**src/rtl/morse_temporizador_simbolos.sv**
```systemverilog
// -----------------------------------------------------------------------------
// morse_temporizador_simbolos
//
// Times one Morse element per valid/ready handshake. Dots and dashes key the
// tone for 1 or 3 units followed by a 1-unit pause. Letter and word gaps are
// silent for 2 or 6 units. A one-cycle o_hecho marks the end of every symbol.
// Illegal codes are consumed and flagged with a one-cycle o_error_cod.
//
// Ports:
//   i_clk          system clock, rising edge
//   i_rst_n        asynchronous active-low reset
//   i_sym_valid    upstream presents a symbol on i_sym_code
//   i_sym_code     0=dot, 1=dash, 2=letter gap, 3=word gap, 4..7 illegal
//   i_unidad_cfg   unit length in cycles (only with MORSE_VELOCIDAD_CFG_EN)
//   o_sym_ready    block is idle and will accept a symbol
//   o_tono         registered tone/key enable
//   o_ocupado      a symbol is being timed
//   o_hecho        one-cycle pulse at symbol completion
//   o_error_cod    one-cycle pulse when an illegal code is accepted
//
// Build option:
//   MORSE_VELOCIDAD_CFG_EN  adds i_unidad_cfg; its value is latched at each
//                           acceptance (0 treated as 1) and replaces
//                           UNIT_CYCLES for that symbol.
//
// States:
//   S_IDLE  | waiting for a symbol, o_sym_ready high
//   S_TONO  | tone phase of a dot or dash
//   S_PAUSA | silent phase: trailing unit of dot/dash, or a gap symbol
// -----------------------------------------------------------------------------
module morse_temporizador_simbolos #(
    parameter logic [27:0] UNIT_CYCLES = 28'd12_000_000
) (
    input  logic        i_clk,
    input  logic        i_rst_n,
    input  logic        i_sym_valid,
    input  logic [2:0]  i_sym_code,
`ifdef MORSE_VELOCIDAD_CFG_EN
    input  logic [27:0] i_unidad_cfg,
`endif
    output logic        o_sym_ready,
    output logic        o_tono,
    output logic        o_ocupado,
    output logic        o_hecho,
    output logic        o_error_cod
);

    localparam logic [1:0] S_IDLE  = 2'd0;
    localparam logic [1:0] S_TONO  = 2'd1;
    localparam logic [1:0] S_PAUSA = 2'd2;

    logic [1:0]  r_state;
    logic [27:0] r_cyc;
    logic [2:0]  r_unit;
    logic [2:0]  r_len;      // length in units of the current phase
    logic        r_tono;
    logic        r_ocupado;
    logic        r_hecho;
    logic        r_error;

    logic        w_accept;
    logic        w_legal;
    logic        w_is_tone;
    logic [27:0] w_unit_last;
    logic        w_unit_tick;
    logic        w_phase_end;

    assign o_sym_ready = (r_state == S_IDLE);
    assign w_accept    = i_sym_valid & o_sym_ready;
    assign w_legal     = ~i_sym_code[2];
    assign w_is_tone   = ~i_sym_code[1];

`ifdef MORSE_VELOCIDAD_CFG_EN
    logic [27:0] r_unidad;

    always_ff @(posedge i_clk or negedge i_rst_n) begin
        if (!i_rst_n) begin
            r_unidad <= 28'd1;
        end else if (w_accept) begin
            r_unidad <= (i_unidad_cfg == 28'd0) ? 28'd1 : i_unidad_cfg;
        end
    end

    assign w_unit_last = r_unidad - 28'd1;
`else
    assign w_unit_last = UNIT_CYCLES - 28'd1;
`endif

    // The cycle counter is held at 0 in IDLE, so it never passes the compare
    // value and cannot wrap.
    assign w_unit_tick = (r_state != S_IDLE) && (r_cyc == w_unit_last);
    assign w_phase_end = w_unit_tick && (r_unit == (r_len - 3'd1));

    always_ff @(posedge i_clk or negedge i_rst_n) begin
        if (!i_rst_n) begin
            r_state   <= S_IDLE;
            r_cyc     <= 28'd0;
            r_unit    <= 3'd0;
            r_len     <= 3'd1;
            r_tono    <= 1'b0;
            r_ocupado <= 1'b0;
            r_hecho   <= 1'b0;
            r_error   <= 1'b0;
        end else begin
            r_hecho <= 1'b0;
            r_error <= 1'b0;
            case (r_state)
                S_IDLE: begin
                    r_cyc  <= 28'd0;
                    r_unit <= 3'd0;
                    if (w_accept) begin
                        if (!w_legal) begin
                            r_error <= 1'b1;
                        end else if (w_is_tone) begin
                            r_state   <= S_TONO;
                            r_tono    <= 1'b1;
                            r_ocupado <= 1'b1;
                            r_len     <= i_sym_code[0] ? 3'd3 : 3'd1;
                        end else begin
                            r_state   <= S_PAUSA;
                            r_ocupado <= 1'b1;
                            r_len     <= i_sym_code[0] ? 3'd6 : 3'd2;
                        end
                    end
                end
                S_TONO, S_PAUSA: begin
                    if (w_phase_end) begin
                        r_cyc  <= 28'd0;
                        r_unit <= 3'd0;
                        if (r_state == S_TONO) begin
                            // Dot and dash always end with a single silent unit.
                            r_state <= S_PAUSA;
                            r_tono  <= 1'b0;
                            r_len   <= 3'd1;
                        end else begin
                            r_state   <= S_IDLE;
                            r_ocupado <= 1'b0;
                            r_hecho   <= 1'b1;
                        end
                    end else if (w_unit_tick) begin
                        r_cyc  <= 28'd0;
                        r_unit <= r_unit + 3'd1;
                    end else begin
                        r_cyc <= r_cyc + 28'd1;
                    end
                end
                default: begin
                    r_state   <= S_IDLE;
                    r_cyc     <= 28'd0;
                    r_unit    <= 3'd0;
                    r_tono    <= 1'b0;
                    r_ocupado <= 1'b0;
                end
            endcase
        end
    end

    assign o_tono      = r_tono;
    assign o_ocupado   = r_ocupado;
    assign o_hecho     = r_hecho;
    assign o_error_cod = r_error;

endmodule

```
**config.mk**
```make
export PLATFORM = sky130hd
export DESIGN_NAME = morse_temporizador_simbolos
export DESIGN_NICKNAME = d
export VERILOG_FILES = /design/src/rtl/morse_temporizador_simbolos.sv
export SDC_FILE = /design/constraint.sdc
export NUM_CORES = 1
export LEC_CHECK = 0
export BUFFER_PORTS_ARGS = -buffer_cell sky130_fd_sc_hd__buf_4
export CORE_AREA = 2 2 65 67
export CTS_BUF_LIST = sky130_fd_sc_hd__clkbuf_4 sky130_fd_sc_hd__clkbuf_8
export DETAILED_ROUTE_END_ITERATION = 10
export DIE_AREA = 0 0 67 69
export PLACE_DENSITY = 0.76
export SYNTH_ARGS = -nofsm -noshare
export SYNTH_HDL_FRONTEND = slang
export SYNTH_SLANG_ARGS = --single-unit
```
**constraint.sdc**
```tcl
create_clock -name i_clk -period 6.7 [get_ports i_clk]
set_input_delay 0.67 -clock i_clk [delete_from_list [all_inputs] [get_ports i_clk]]
set_output_delay 0.67 -clock i_clk [all_outputs]
set_load 0.02 [all_outputs]
```
---- Word level (Yosys, flattened, before mapping) ----
Cells that the tools add are included.
Widths: inputs -> output; s select.
storage, ports and cells
  input port bits ......................... 6
  register bits ........................... 40
cells by class
  bitwise logic cells ..................... 1
  muxes and demuxes ....................... 37
  equal/unequal tests ..................... 11
  reduce and logical (&&, ||, !) cells .... 10
  $add $sub $neg .......................... 3
operators with widths
  cell                   number
  $mux 28                3
  $add 28x1->28 const B  1
  $eq 28x24->1 const B   1
  $mux 3                 9
  $mux 1                 15
  $mux 2                 6
  $ne 2x2->1 const B     5
  $reduce_and 5->1       2
  $pmux 3 s2             1
  $pmux 1 s2             2
  $pmux 2 s2             1
  $reduce_and 4->1       1
  $reduce_bool 2->1      2
  $add 3x1->3 const B    1
  $eq 3x3->1             1
  $ne 3x3->1 const B     1
  $reduce_and 3->1       1
  $sub 3x1->3 const B    1
  $eq 2x1->1 const B     1
  $eq 2x2->1 const B     1
  $logic_and 1x1->1      2
  $logic_not 2->1        1
  $ne 2x1->1 const B     1
  $reduce_or 2->1        1
  $and 1x1->1            1

---- Longest topological paths before layout ----
Gate-level depths: netlist of run 1.
  depth in word-level cells ............... 5
  depth in mapped cells ................... 7
  depth with buffers taken out ............ 6

---- Least setup slack after synthesis of run 1 ----
Ideal clock, no wire load.
  kind .................................... register to register
  start ................................... register r_cyc[0]
  end ..................................... register r_state[1]
  cell stages (with the launch flop) ...... 7
  data required time ...................... 6.575 ns
  arrival ................................. 2.028 ns
  clock period less this slack ............ 2.153 ns
  library setup time ...................... 0.125 ns
  path slack .............................. 4.547 ns
  cells stage by stage .................... dfrtp_1 -> ha_1 -> nand4_4 -> or4_1 -> buf_2 -> o31a_1 -> mux2_4
on the way
  longest elaborated chain between the ends .. 5
RTL lines
  item                               RTL line  source
  start, declared                    53        logic [27:0] r_cyc;
  start signal, assigned             144       r_cyc <= r_cyc + 28'd1;
  $eq 28x24->1                       91        assign w_unit_tick = (r_state != S_IDLE) && (r_cyc == w_unit_last);
  $logic_and 1x1->1                  91
  $logic_and 1x1->1                  92        assign w_phase_end = w_unit_tick && (r_unit == (r_len - 3'd1));
  $ne 2x2->1 (no source line)        -
  $reduce_and 3->1 (no source line)  -
  end signal, assigned               96        r_state <= S_IDLE;
  end signal, assigned               115       r_state <= S_TONO;
  end signal, assigned               120       r_state <= S_PAUSA;
  end, declared                      52        logic [1:0] r_state;
Every way passes these cells.
A chain may end at the register's enable or synchronous reset.

---- Worst setup path in the final report of run 1 ----
  start ................................... register r_cyc[0]
  end ..................................... register r_cyc[23]
on the way
  longest elaborated chain between the ends .. 5
  elaborated cells on any way between the ends .. 7
  those cells by class .................... 1 x add/sub; 1 x eq/ne; 3 x mux; 2 x reduce/logical
RTL lines
  item                                                   RTL line  source
  branches (longest 3 deep; another with $add 28x1->28)  -
  $mux 28 *                                              127       if (w_phase_end) begin
  $mux 28 *                                              107       case (r_state)
Mark *: on every way between the ends.

==> run metrics, run 1 <==
clk_skew=7.49 ps; final instance area=2460 um^2; Setup crit start=r_cyc[0]$_DFF_PN0_; Worst setup endpoint=r_cyc[23]$_DFF_PN0_; pin slew with the least headroom to its limit=1110 ps; Reg-to-Reg Start=r_cyc[0]$_DFF_PN0_; Starting Density=0.583; clock power share=0.404; final count of hold timing violations=0; P_int=326 uW; register share of total power=0.576; most frequent cells in the layout=39 x dfrtp_1, 19 x nor2_1, 14 x nand3_1, 14 x a21oi_1, 13 x or4_1; Async S/R FF share, synth=1.00; Synth Area in Adders=0.0329; Pwr Total=between 400 and 500 uW; Post-Syn Area per Cell=9.50 um^2; 1st-iter DRT viols=134; routability cong.=0.802; worst min path class=input port to async pin; Num CTS Buffers=5; syn nets=252; CTS tree=done; first-pass GRT wire length=8.28 mm; EDFF count, synth=0; Critical Path Start Type=flip-flop; clk root buf=clkbuf_8; DP HPWL=approximately 3.2 mm; commonest non-fill, non-tap cell in the layout=dfrtp_1; main combinational cell family by area after synthesis=simple AND/OR/NAND/NOR gates; VDD IR max=between 0.1 and 0.15 mV; Reg2Reg Depth=5; number of distinct library cells after synthesis=45; nets=258; Worst EP arrival=around 2900 ps; warnings from Yosys=0; P&R area growth vs syn=8.01%; total gr overflow=0; logic gate share of total power=0.019; LEAKAGE=1.03 nW; mux contribution to synthesized area=0.0154; WL per Instance=15.9 um; simple-gate share of the synthesized area=0.268; share of cells above drive strength 1=0.105; Post-CTS Setup Inserts=0; TritonRoute pass-1 iters=4; Worst setup EP type=flip-flop; antenna violations before repair=0; Final setup violation count=0; core area=roughly 3900 um^2; Sw Pwr=92.9 uW; gr usage total=0.228; clock transition at the registers of the reported paths=80 ps; mean number of vias per cell=6.19; Clock Path Buffers=2; max_cap viols=0; ANT nets after route=0; Fill cells=342; Sw Ratio=0.222; number of gates resized after CTS=0; Slew Limit Fails=0; die area=4620 um^2; status=finished, final reports clean; antenna cells=0; largest net degree at the start of global routing=41; die height=69 um; post-synthesis sequential area ratio=0.439; #FFs+latches synth=40; Area after DPL=2370 um^2; register area=1000 um^2; Worst R2R End=r_cyc[23]$_DFF_PN0_; fin crit period=roughly 2800 ps; Gate Count Post-Synth=240; Main synth FF type=dfrtp_1; Synth Area in Compound Gates=0.143; worst hold margin=342 ps; RSZ-0062 raised after global routing=no; CP Max Fanout=27; Synth Cell Area=2280 um^2; vias in the first global route=1788; final WL=4.72 mm; Max Fclk=363 MHz; Setup CP Type=flip-flop to flip-flop; worst path required time=roughly 6900 ps; period utilization=0.411; vias after detailed routing=1839; H-tree Lvls=2; clk sinks=40; IO Port Bufs=10; I/O pins=11; Synth Area in XOR/XNOR=0.0636; Worst-Skew Late Latency=300 ps; R2R setup slack=between 3000 and 4000 ps; FP Rows=23; area of the multi-input gates=approximately 1200 um^2; hold buffers post-CTS=0; setup_tns=0 ps; Die W=67 um; slew margin rel.=0.260; drt drc=0; pwr dens=~170 nW/um^2
-- Yosys cell counts, types with 4 or more instances --
library cell	count	area share
a21oi_1	14	0.031
inv_1	10	0.016
buf_2	4	0.0088
clkbuf_1	6	0.0099
nand3_1	14	0.031
or4_1	13	0.043
nor3_1	5	0.011
nand2_1	12	0.020
o21ai_0	9	0.020
nand4_1	9	0.025
xor2_1	5	0.019
or3_1	5	0.014
o31ai_1	9	0.030
dfrtp_1	39	0.43
nor2_1	19	0.031
ha_1	6	0.033
nor4_1	10	0.027
xnor2_1	9	0.035
-- per-stage QoR --
stage | utilization | cells | setup WS (ps)
2_1_floorplan | - | 240 | 4550
3_3_place_gp | 0.606 | 289 | 4030
3_5_place_dp | 0.606 | 289 | 3990
4_1_cts | 0.629 | 297 | 3960
5_1_grt | 0.629 | 297 | 3750
6_report | 0.629 | 297 | 3950
-- state kept, by name, indices dropped and copies added (netlist names) --
| signal | flops |
|---|---|
| o_error_cod | 1 |
| o_hecho | 1 |
| o_ocupado | 1 |
| o_tono | 1 |
| r_cyc | 28 |
| r_len | 3 |
| r_state | 2 |
| r_unit | 3 |
-- critical path, cell delays in order (launching register included) --
cell     delay (ps)
dfrtp_1         400
ha_1            280
nand4_4         160
or4_1           650
o21ai_2         890
o21ba_2         270
-- cell families after synthesis --
| group | Yosys count |
|---|---|
| xor gates and xnor gates | 15 |
| DFF | 40 |
| adders and majority gates | 6 |
| muxes | 3 |
| and+or+nand+nor | 106 |
| AOI/OAI and AO/OA | 49 |
| buffers and inverters | 21 |
-- power by group through the flow --
stage	Combinational, mW	Clock (mW)	Sequential [mW]
6_report	0.00806	0.169	0.241
5_1_grt	0.00950	0.183	0.241
4_1_cts	0.00852	0.172	0.241
3_5_place_dp	0.00856	0	0.246
3_3_place_gp	0.00851	0	0.246
2_1_floorplan	0.000568	0	0.246
-- layer usage --
| metal | part of all wire | GRT usage | vias up | routed length (um) |
|---|---|---|---|---|
| li1 | - | - | 912 | - |
| met1 | 0.46 | 0.312 | 888 | 2170 |
| met2 | 0.49 | 0.361 | 32 | 2290 |
| met3 | 0.039 | 0.0506 | 7 | 186 |
| met4 | 0.015 | 0.0635 | 0 | 70 |
| met5 | 0 | 0 | - | 0 |
-- layout make-up --
cell class,instances,share of cell area
clock buffer,6,0.0335
clock inverter,2,0.00406
inverter,10,0.0152
multi-input combinational,179,0.485
sequential,40,0.407
tap,50,0.0254
timing repair buffer,10,0.0305
-- how the worst min path moves through the flow --
stage | start | endpoint | slack (ps) | cells after the start
6_report | i_rst_n | r_len[2]$_DFFE_PN0P_ | 340 | 1
5_1_grt | i_rst_n | r_len[2]$_DFFE_PN0P_ | 380 | 1
4_1_cts | i_rst_n | r_len[2]$_DFFE_PN0P_ | 360 | 1
3_5_place_dp | r_cyc[0]$_DFF_PN0_ | r_cyc[0]$_DFF_PN0_ | 480 | 1
3_3_place_gp | r_cyc[0]$_DFF_PN0_ | r_cyc[0]$_DFF_PN0_ | 470 | 1
2_1_floorplan | i_rst_n | o_error_cod$_DFF_PN0_ | 370 | 0
(Power assumes the default switching activity.)
==> inputs of run 2 (changes only) <==
--- a/config.mk
+++ b/config.mk
@@ -5,12 +5,13 @@
 export SDC_FILE = /design/constraint.sdc
 export NUM_CORES = 1
 export LEC_CHECK = 0
+export ABC_AREA = 1
 export BUFFER_PORTS_ARGS = -buffer_cell sky130_fd_sc_hd__buf_4
-export CORE_AREA = 2 2 65 67
+export CORE_AREA = 2 2 67 69
 export CTS_BUF_LIST = sky130_fd_sc_hd__clkbuf_4 sky130_fd_sc_hd__clkbuf_8
 export DETAILED_ROUTE_END_ITERATION = 10
-export DIE_AREA = 0 0 67 69
-export PLACE_DENSITY = 0.76
+export DIE_AREA = 0 0 69 71
+export PLACE_DENSITY = 0.77
 export SYNTH_ARGS = -nofsm -noshare
 export SYNTH_HDL_FRONTEND = slang
 export SYNTH_SLANG_ARGS = --single-unit
==> constraint.sdc (replaced) <==
create_clock -name i_clk -period 2.59 [get_ports i_clk]
set_input_delay 0.259 -clock i_clk [delete_from_list [all_inputs] [get_ports i_clk]]
set_output_delay 0.259 -clock i_clk [all_outputs]
set_load 0.02 [all_outputs]
==> run metrics, run 2 <==
status=finished, final reports clean; #FFs+latches synth=40 (unchanged); Starting Density=0.583 (about the same); clock power share=0.239 (-0.165); EDFF count, synth=0 (unchanged); syn nets=342 (+36%); max reg flops=28 (unchanged); most frequent cells in the layout=77 x nand2_1, 54 x nor2_1, 44 x inv_1; Max Fclk=502 MHz (+38%); antenna cells=0 (unchanged); most common cell in the netlist=nand2_1; RSZ-0062 raised after global routing=no; IO Port Bufs=10 (unchanged); core area=4200 um^2 (+7.4%); Critical Path Start Type=flip-flop; pre-CTS setup slack=608 ps (-3380 ps); ANT nets after route=0 (unchanged); total gr overflow=0 (unchanged); Main synth FF type=dfrtp_1; number of distinct library cells after synthesis=31 (-31%); Gate Count Post-Synth=330 (+38%); post-synthesis sequential area ratio=0.409 (-0.0305); simple-gate share of the synthesized area=0.389 (+0.121); Reg2Reg Depth=11 (+6); TritonRoute pass-1 iters=5 (+1); max_cap viols=0 (unchanged); Synth Area in XOR/XNOR=0.0250 (-0.0386); antenna violations before repair=0 (unchanged); P&R area growth vs syn=10.2%; pin slew with the least headroom to its limit=504 ps (-606 ps); final WL=5.05 mm (+7.0%); main combinational cell family by area after synthesis=simple AND/OR/NAND/NOR gates; Setup CP Type=flip-flop to flip-flop; Post-Syn Area per Cell=7.43 um^2 (-22%); final count of hold timing violations=0 (unchanged); worst path required time=2810 ps (-4080 ps); VDD IR max=0.636 mV (+500%); Clock Path Buffers=2 (unchanged); 1st-iter DRT viols=170 (+27%); commonest non-fill, non-tap cell in the layout=nand2_1; clk sinks=40 (unchanged); first-pass GRT wire length=9.03 mm (+9.0%); register share of total power=0.350 (-0.226); drt drc=0 (unchanged); Worst setup EP type=flip-flop; fin worst setup slack=599 ps (-3350 ps); Slew Limit Fails=0 (unchanged); CP Max Fanout=11 (-59%); fin crit period=1990 ps (-763 ps); slew margin rel.=0.664 (+0.404); die area=4900 um^2 (+6.0%); FP Rows=24 (+4.3%); Setup crit start=r_state[0]$_DFFE_PN0P_; most instantiated cells after synthesis=77 x nand2_1, 54 x nor2_1, 44 x inv_1; R2R setup slack=600 ps (-3350 ps); Worst EP arrival=2210 ps (-730 ps); top-area cell type share of the netlist area=0.398 (-0.0297); clk root buf=clkbuf_8; DP HPWL=3.84 mm (+20%); Num CTS Buffers=5 (unchanged); clock transition at the registers of the reported paths=80 ps (about the same); Post-CTS Setup Inserts=0 (unchanged); Worst R2R End=r_cyc[18]$_DFF_PN0_; logic gate share of total power=0.411 (+0.392); Synth Area in Compound Gates=0.0623 (-0.0809); H-tree Lvls=2 (unchanged); mean number of vias per cell=5.22 (-16%); min-delay src=i_sym_code[2]; gr usage total=0.231 (+0.00303); Synth area leader=dfrtp_1; worst min path class=input port to flip-flop; Worst-Skew Late Latency=300 ps (about the same); die height=71 um (+2.9%); nets=357 (+38%); warnings from Yosys=0 (unchanged); Die W=69 um (+3.0%); P_int=1.30 mW (+300%); Synth Area in Adders=0.0306 (-0.00228); mux contribution to synthesized area=0 (-0.0154); Reg-to-Reg Start=r_state[0]$_DFFE_PN0P_; vias in the first global route=2012 (+13%); Sw Ratio=0.398 (+0.176); Async S/R FF share, synth=1.00 (unchanged); I/O pins=11 (unchanged); synth top area cells=dfrtp_1 40%, nand2_1 12%, nor2_1 8.3%; period utilization=0.769 (+0.358); pwr dens=800 nW/um^2 (+370%); Area after DPL=2580 um^2 (+8.8%); Largest Register=r_cyc; vias after detailed routing=2076 (+13%); largest net degree at the start of global routing=41 (unchanged); WL per Instance=12.7 um (-20%); Hold Path Sink=o_error_cod$_DFF_PN0_; LEAKAGE=1.32 nW (+27%); CTS tree=done; Synth Cell Area=2450 um^2 (+7.5%); routability cong.=0.862 (+7.5%); Final setup violation count=0 (unchanged); final instance area=2700 um^2 (+9.6%); Sw Pwr=859 uW (+820%); hold path depth=3; clk_skew=6.76 ps (-0.730 ps); setup_tns=0 ps (unchanged); share of cells above drive strength 1=0.136 (+0.0306); top flop regs=r_cyc (28), r_len (3), r_unit (3)
[run 2: worst max path at each step]
| stage | endpoint | slack, ps | cells after the start |
|---|---|---|---|
| after floorplan | r_state[1]$_DFFE_PN0P_ | 740 | 13 |
| after global placement | r_cyc[18]$_DFF_PN0_ | 700 | 11 |
| after detailed placement | r_cyc[18]$_DFF_PN0_ | 610 | 11 |
| after CTS | r_cyc[18]$_DFF_PN0_ | 580 | 11 |
| after global routing | r_cyc[2]$_DFF_PN0_ | 380 | 11 |
| final | r_cyc[18]$_DFF_PN0_ | 600 | 11 |
[run 2: metrics by stage]
stage	utilization	instances	hold slack [ps]	power [mW]
2_1_floorplan	-	330	-36.6	1.45
3_3_place_gp	0.613	389	264	1.63
3_5_place_dp	0.613	389	266	1.67
4_1_cts	0.642	398	185	2.18
5_1_grt	0.642	398	191	2.32
6_report	0.642	398	183	2.16
[run 2: cell type report]
type	count	area, um^2
clock inverter	3	42.5
multi-input combinational	238	1240
tap	52	65.1
fill	385	1500
clock buffer	5	68.8
sequential	40	1000
inverter	47	179
timing repair buffer	13	100
[run 2: routing by layer]
metal  global-route usage  vias to the layer above  wire length [um]
li1                     -                     1081                 -
met1                0.286                      952              2300
met2                0.404                       33              2500
met3               0.0442                       10               146
met4               0.0850                        0                99
met5                    0                        -                 0
[run 2: power groups by stage]
| stage | sequential [mW] | combinational, mW | clock [mW] |
|---|---|---|---|
| 2_1_floorplan | 0.781 | 0.674 | 0 |
| 3_3_place_gp | 0.766 | 0.865 | 0 |
| 3_5_place_dp | 0.770 | 0.897 | 0 |
| 4_1_cts | 0.758 | 0.901 | 0.523 |
| 5_1_grt | 0.767 | 1.01 | 0.543 |
| 6_report | 0.756 | 0.887 | 0.516 |
[run 2: worst max-delay path, cell delays in order (launching register included)]
cell and delay (ps):
dfrtp_1 430, inv_1 100, ha_1 350, inv_1 140, nand3_1 100, nor2_1 40, nand2_1 100, nor2_4 60
nor2_1 130, buf_4 210, inv_4 70, nor3_2 180
[run 2: kinds of logic (layout without fill, tap and decap cells)]
family | count (synthesis) | in the layout
compound gates | 28 | 28
simple gates | 197 | 197
xor+xnor | 7 | 7
buf+inv | 52 | 68
fa+ha+maj | 6 | 6
flops | 40 | 40
[run 2: what timing repair did]
| item | in CTS | in global routing |
|---|---|---|
| setup endpoints to repair | 0 | 0 |
| hold endpoints to repair | 39 | 0 |
| hold buffers | 1 | 0 |
| resized for setup | 0 | 0 |
